## src/rtl/led_pattern_gen.sv

```systemverilog
// rtl/led_pattern_gen.sv - LED pattern generator: rotate, ping-pong and fill/clear with prescaled step rate
module led_pattern_gen #(
    parameter int LED_NUM     = 4,
    parameter int STEP_CYCLES = 25_000_000
) (
    input  logic               sys_clk,
    input  logic               sys_rst,
    input  logic [1:0]         mode,
    input  logic [1:0]         speed,
    input  logic               pause,
    output logic [LED_NUM-1:0] led,
    output logic               step_pulse
);

    localparam int CW = $clog2(STEP_CYCLES);
    localparam logic [LED_NUM-1:0] START = LED_NUM'(1);

    logic [CW-1:0]      cnt;
    logic [1:0]         mode_q;
    logic               dir;

    logic [31:0]        period;
    logic [31:0]        term;
    logic               at_term;
    logic [LED_NUM-1:0] led_nxt;
    logic               dir_nxt;

    // Compare with >= so a speed increase with cnt past the new terminal steps at once.
    always_comb begin
        period  = 32'(STEP_CYCLES) >> speed;
        term    = period - 32'd1;
        at_term = 32'(cnt) >= term;
    end

    always_comb begin
        led_nxt = led;
        dir_nxt = dir;
        case (mode_q)
            2'd0: led_nxt = {led[LED_NUM-2:0], led[LED_NUM-1]};
            2'd1: led_nxt = {led[0], led[LED_NUM-1:1]};
            2'd2: begin
                if (!dir) begin
                    led_nxt = led << 1;
                    if (led_nxt[LED_NUM-1]) dir_nxt = 1'b1;
                end else begin
                    led_nxt = led >> 1;
                    if (led_nxt[0]) dir_nxt = 1'b0;
                end
            end
            default: led_nxt = (&led) ? '0 : {led[LED_NUM-2:0], 1'b1};
        endcase
    end

    always_ff @(posedge sys_clk) begin
        if (sys_rst) begin
            led        <= START;
            cnt        <= '0;
            dir        <= 1'b0;
            mode_q     <= mode;
            step_pulse <= 1'b0;
        end else if (mode != mode_q) begin
            // A mode change restarts the pattern even while paused.
            mode_q     <= mode;
            led        <= START;
            cnt        <= '0;
            dir        <= 1'b0;
            step_pulse <= 1'b0;
        end else if (pause) begin
            step_pulse <= 1'b0;
        end else if (at_term) begin
            cnt        <= '0;
            led        <= led_nxt;
            dir        <= dir_nxt;
            step_pulse <= 1'b1;
        end else begin
            cnt        <= cnt + CW'(1);
            step_pulse <= 1'b0;
        end
    end

endmodule

```

## config.mk

```make
export PLATFORM = sky130hd
export DESIGN_NAME = led_pattern_gen
export DESIGN_NICKNAME = d
export VERILOG_FILES = /design/src/rtl/led_pattern_gen.sv
export SDC_FILE = /design/constraint.sdc
export NUM_CORES = 1
export LEC_CHECK = 0
export ABC_AREA = 1
export CELL_PAD_IN_SITES_DETAIL_PLACEMENT = 1
export CELL_PAD_IN_SITES_GLOBAL_PLACEMENT = 1
export CORE_UTILIZATION = 35
export DETAILED_ROUTE_END_ITERATION = 12
export PLACE_DENSITY = 0.69
export SLEW_MARGIN = 20
export SYNTH_ARGS = -nofsm -noshare
export SYNTH_HDL_FRONTEND = slang
export SYNTH_SLANG_ARGS = --single-unit
```

## constraint.sdc

```tcl
create_clock -name sys_clk -period 2.1 [get_ports sys_clk]
set_input_delay 0.42 -clock sys_clk [delete_from_list [all_inputs] [get_ports sys_clk]]
set_output_delay 0.42 -clock sys_clk [all_outputs]
set_load 0.02 [all_outputs]
```

==> flow_summary.json, run 1 <==
{
  "leakagePower_nw": 1.257,
  "synth_xor_area_share_pct": 4.194,
  "num-fill-cells": 832,
  "grt_max_degree": 17,
  "mostFrequentLayoutCell": "nand2_1",
  "setup_viol_count_final": 0,
  "met2_usage_pct": 32.41,
  "htreeDepth": 2,
  "worstSetupPathType": "in -> reg",
  "routedWlPerCell_um": 13.19,
  "antenna_found_initial": 0,
  "die_area_um2": 6891,
  "grt_pass1_wl_mm": 10.36,
  "nNetsFinal": 400,
  "areaGrowthSynthToFinish_pct": 22.88,
  "synthCells": 332,
  "synth_compound_area_share_pct": 5.991,
  "hold_viol_final": 0,
  "drive_above_1_share_pct": 21.72,
  "cts_root_buf": "clkbuf_8",
  "cts_sinks": 33,
  "dp_cells": 439,
  "first_global_vias": 2268,
  "dpl_cell_area_um2": 2651,
  "numCtsBuffers": 5,
  "portBuffers": 11,
  "grt_usage_pct": 18.52,
  "die_y_um": 83.02,
  "clock_skew_ps": 10.44,
  "maxCapViolCount": 0,
  "wl_mm": 5.934,
  "outcome": "finished clean",
  "synth_fa_ha_area_share_pct": 11.44,
  "overflow": 0,
  "die_w_um": 83.02,
  "row_count": 29,
  "startpoint_type": "primary input",
  "synth.avg_cell_area_um2": 6.919,
  "routed_via_density": 4.796,
  "yosys.area.top_type_share_pct": 27.02,
  "synthTopCellsByArea": "dfxtp_1 (27%), nand2_1 (13%), ha_1 (11%)",
  "critPathMaxFanout": 8,
  "cts_hold_buf": 0,
  "vdd_drop_max_uv": 245.8,
  "fin_ws_ps": 72.94,
  "synthMuxAreaShare_pct": 0,
  "post-place-ws_ps": -620.6,
  "dr.pass1.iters": 4,
  "worstPathRequired_ps": 2320,
  "gp_congestion": 0.8190,
  "max_freq_mhz": 493.3,
  "synth_cell_types": 32,
  "fin_util_pct": 44.45,
  "use_met3_pct": 2.982,
  "initialDrtViolationCount": 67,
  "power.total_mw": 1.269,
  "core_um2": 6350,
  "synth_area_leader_cell": "dfxtp_1",
  "syn-cell-area_um2": 2297,
  "yosysWarnings": 0,
  "stdcell_area_um2": 2823,
  "setup_tns_ps": 0,
  "vias": 2158,
  "start_util_pct": 36.18,
  "cts_tree": "yes",
  "hpwl_mm": 4.641,
  "fin_crit_sh_pct": 96.53,
  "clkTransAtPathRegs_ps": 70,
  "critPathArrivalTime_ps": 2250,
  "hp-class": "reg -> reg",
  "ant_nets": 0,
  "stdcell_count": 450,
  "crit_path_end_kind": "flip-flop",
  "pin_count": 12,
  "cts_buffer_depth": 2,
  "clkLatencyLatePin_ps": 290,
  "power_density_nw_per_um2": 449.7,
  "synth_seq_cells": 33,
  "n_antenna_cell": 0,
  "report.final.slew_viol_count": 0,
  "drc": 0,
  "timing.hold.ws_ps": 496.7,
  "grt-busiest-layer": "met2",
  "ys_seq_area_share_pct": 29.63,
  "mostFrequentLayoutCells": "nand2_1 (78), inv_1 (45), nor2_1 (33)",
  "grt_use_met1_pct": 23.59,
  "fin_crit_ps": 2027,
  "synthSimpleGateAreaFrac_pct": 38.78,
  "synth_top_family_by_area": "simple AND/OR/NAND/NOR gates"
}
-- synth_stat cells --
master,n
a21oi_1,9
nand4_1,5
dfxtp_1,31
nor3_1,8
conb_1,2
clkbuf_1,1
xnor2_1,2
nand2_2,4
a21o_1,1
inv_2,6
nand2_4,2
buf_6,2
a21oi_2,1
nor2_1,37
nand3_1,16
xor2_1,9
nand3b_1,2
o21ai_0,9
inv_1,46
ha_1,21
o22ai_1,2
o311ai_0,1
nor2_2,15
nor2_4,1
nor4_1,2
o21ai_1,2
or2_1,1
nand3_2,1
nor3_4,1
nand2_1,82
edfxtp_1,2
nor3_2,8
-- cell families (layout without fill, tap and decap cells) --
kind of cell,after synthesis,in the layout
flip-flops,33,33
XOR/XNOR,11,11
AO/OA/AOI/OAI,25,25
AND/OR/NAND/NOR,185,185
adder cells (fa/ha/maj),21,21
other,2,3
buffers and inverters,55,95
-- worst max-delay path, cell delays in order --
cell and delay (ps):
buf_2 130, inv_2 60, nor2_4 130, inv_1 70
ha_1 330, a21o_1 190, nor2_1 100, nand2_1 70
a21oi_2 200, nand2_4 80, nand2_4 100, nand2_8 80
clkbuf_16 170, nor2_1 100
-- flip-flops by register name, indices dropped and copies added (netlist names) --
| name | count |
|---|---|
| dir | 1 |
| step_pulse | 1 |
| mode_q | 2 |
| cnt | 25 |
| led | 4 |
-- final timing paths --
path	startpoint	depth (start not counted)	slack, ps	to
setup / recovery	speed[0]	14	70	cnt[17]$_SDFFE_PP0N_
hold / removal	cnt[1]$_SDFFE_PP0N_	2	500	cnt[1]$_SDFFE_PP0N_
setup reg to reg	cnt[23]$_SDFFE_PP0N_	10	210	cnt[17]$_SDFFE_PP0N_
hold reg to reg	cnt[1]$_SDFFE_PP0N_	2	500	cnt[1]$_SDFFE_PP0N_
-- metal layers --
metal	share of wire, %	vias up
li1	-	1124
met2	50	17
met1	47	1012
met3	2.0	5
met5	0	-
met4	0.91	0
-- cell type report --
type | count | area, µm² | share of cell area, %
sequential | 33 | 680.7 | 24.11
timing repair buffer | 35 | 314.1 | 11.13
multi-input combinational | 245 | 1454 | 51.51
inverter | 52 | 195.2 | 6.915
clock buffer | 6 | 72.57 | 2.571
clock inverter | 2 | 10.01 | 0.3546
tap | 77 | 96.34 | 3.413
-- power by group --
part / total (mW) / switching (mW) / internal (mW)
clock: 0.472 / 0.242 / 0.230
combinational: 0.155 / 0.0884 / 0.0670
sequential: 0.642 / 0.00499 / 0.637
-- repair_timing --
action,4_1_cts,5_1_grt
resized for setup,9,16
pin swaps,1,8
gates cloned,0,1
setup buffers,1,1
setup endpoints to repair,31,30
Power figures use the tool's default switching activity.
==> run 2, diff against run 1 <==
--- a/config.mk
+++ b/config.mk
@@ -10,7 +10,8 @@
 export CELL_PAD_IN_SITES_GLOBAL_PLACEMENT = 1
 export CORE_UTILIZATION = 35
 export DETAILED_ROUTE_END_ITERATION = 12
-export PLACE_DENSITY = 0.69
+export PLACE_DENSITY = 0.75
+export SKIP_LAST_GASP = 1
 export SLEW_MARGIN = 20
 export SYNTH_ARGS = -nofsm -noshare
 export SYNTH_HDL_FRONTEND = slang
==> run 2 against run 1 <==
Effect of this change: non-clock buffer count stayed put; cell count stayed put; die area stayed put; flip-flop and latch count stayed put; routed wire length is 0.56% higher; clock skew is 0.73 ps lower; power is 2.2% higher; global-route usage is 0.065 points lower.
==> flow_summary.json, run 2 (synthesized netlist as in run 1, its figures left out) <==
{
  "hold_viol_final": 0,
  "max_freq_mhz": 505.5,
  "row_count": 29,
  "top_register": "cnt",
  "mostFrequentLayoutCell": "nand2_1",
  "drc": 0,
  "power_density_nw_per_um2": 455.3,
  "cts_sinks": 33,
  "use_met3_pct": 3.082,
  "gp_congestion": 0.7557,
  "core_um2": 6350,
  "hpwl_mm": 4.799,
  "n_antenna_cell": 0,
  "htreeDepth": 2,
  "first_global_vias": 2276,
  "power.total_mw": 1.298,
  "clock_skew_ps": 9.710,
  "routed_via_density": 4.796,
  "reg_top3": "cnt: 25 flops, led: 4 flops, mode_q: 2 flops",
  "numCtsBuffers": 5,
  "grt_use_met1_pct": 22.98,
  "cts_buffer_depth": 2,
  "fin_crit_sh_pct": 94.20,
  "vdd_drop_max_uv": 223.5,
  "worstPathRequired_ps": 2300,
  "mostFrequentLayoutCells": "nand2_1 (78), inv_1 (45), nor2_1 (31), dfxtp_1 (31)",
  "grt_pass1_wl_mm": 10.36,
  "die_area_um2": 6891,
  "worstSetupPathType": "in -> reg",
  "wl_mm": 5.967,
  "net-switching-power_mw": 0.3614,
  "start_util_pct": 36.18,
  "clkTransAtPathRegs_ps": 80,
  "routedWlPerCell_um": 13.26,
  "pin_count": 12,
  "grt_max_degree": 14,
  "areaGrowthSynthToFinish_pct": 24.07,
  "antenna_found_initial": 0,
  "portBuffers": 11,
  "die_y_um": 83.02,
  "met2_usage_pct": 32.86,
  "cts_tree": "yes",
  "nNetsFinal": 400,
  "p_sw_share_pct": 27.85,
  "report.final.slew_viol_count": 0,
  "setup_viol_count_final": 0,
  "timing.hold.ws_ps": 520.1,
  "combPwrFrac_pct": 12.3,
  "fin_crit_ps": 1978,
  "startpoint_type": "primary input",
  "cts_root_buf": "clkbuf_8",
  "cts_hold_buf": 0,
  "critPathArrivalTime_ps": 2180,
  "critPathMaxFanout": 4,
  "ant_nets": 0,
  "crit_path_end_kind": "flip-flop",
  "grt_usage_pct": 18.46,
  "grt-busiest-layer": "met2",
  "hp-class": "reg -> reg",
  "leakagePower_nw": 1.253,
  "maxCapViolCount": 0,
  "initialDrtViolationCount": 80,
  "clkLatencyLatePin_ps": 290,
  "seqPwrFrac_pct": 49.5,
  "die_w_um": 83.02,
  "clkPwrFrac_pct": 38.3,
  "overflow": 0,
  "vias": 2158,
  "dr.pass1.iters": 4,
  "largest_reg_flops": 25,
  "outcome": "finished clean",
  "num-fill-cells": 820,
  "drive_above_1_share_pct": 23.32,
  "cellInternalPower_mw": 0.9364
}
==> run 2: changes by cell type in the layout (fill, tap and decap cells not counted), moves of 2 or more <==
cell and change:
clkinv_2 -2, clkinvlp_4 +3, nor2_1 -2, nor2_2 +2, nor3_2 +2
==> run 2: metal layers <==
metal	vias up	share of wire [%]	routed length, µm
li1	1129	-	-
met1	1007	48	2839
met2	16	49	2940
met3	6	2.1	123
met4	0	1.1	63
met5	-	0	0
==> run 2: final cells by class <==
cell class	instances	area, µm²	area share [%]
Multi-Input combinational cell	245	1474	51.71
Sequential cell	33	680.7	23.88
Timing Repair Buffer	35	312.8	10.97
Inverter	52	195.2	6.848
Tap cell	77	96.34	3.380
Clock buffer	5	68.82	2.414
Clock inverter	3	22.52	0.7902
==> run 2: worst max-delay path, cell delays in order <==
cell,delay (ps)
buf_2,140
buf_4,160
nand2_4,80
inv_2,40
ha_1,270
nand2_1,90
nor2_2,40
buf_4,120
a21oi_2,140
nand2_2,70
nand2_2,80
nand2_2,70
buf_4,140
buf_4,120
nand3_1,60
nand2_1,50
inv_1,50
nor2_1,40
==> run 2: worst paths after layout <==
kind                       startpoint                    to  slack [ps]  cells after the start
hold reg to reg   cnt[1]$_SDFFE_PP0N_   cnt[1]$_SDFFE_PP0N_         520                      2
setup reg to reg  cnt[0]$_SDFFE_PP0N_  cnt[24]$_SDFFE_PP0N_         190                     10
hold / removal    cnt[1]$_SDFFE_PP0N_   cnt[1]$_SDFFE_PP0N_         520                      2
setup / recovery             speed[1]      dir$_SDFFE_PP0P_         120                     18
==> run 2: metrics by stage <==
step	utilization (%)	setup TNS (ps)	worst slack (ps)	area, µm²	instances
3_3_place_gp	41.71	-18190	-673.9	2649	437
5_1_grt	44.89	-15.56	-9.333	2850	450
3_5_place_dp	41.71	-18650	-680.2	2649	437
4_1_cts	43.94	0	6.330	2790	446
6_report	44.89	0	121.9	2850	450
2_1_floorplan	-	0	195.8	2301	333
==> run 2: power by group through the flow <==
stage          Sequential [mW]  Combinational, mW  Clock [mW]
6_report                 0.642              0.159       0.497
4_1_cts                  0.642              0.152       0.507
2_1_floorplan            0.655             0.0791           0
3_3_place_gp             0.656              0.138           0
3_5_place_dp             0.657              0.144           0
5_1_grt                  0.643              0.175       0.531
==> run 2: what timing repair did <==
| item | 4_1_cts | 5_1_grt |
|---|---|---|
| buffers inserted | 1 | 4 |
| setup endpoints to repair | 30 | 27 |
| pin swaps | 2 | 5 |
| gates resized for setup | 19 | 10 |
| endpoints found under the hold margin | 0 | 0 |
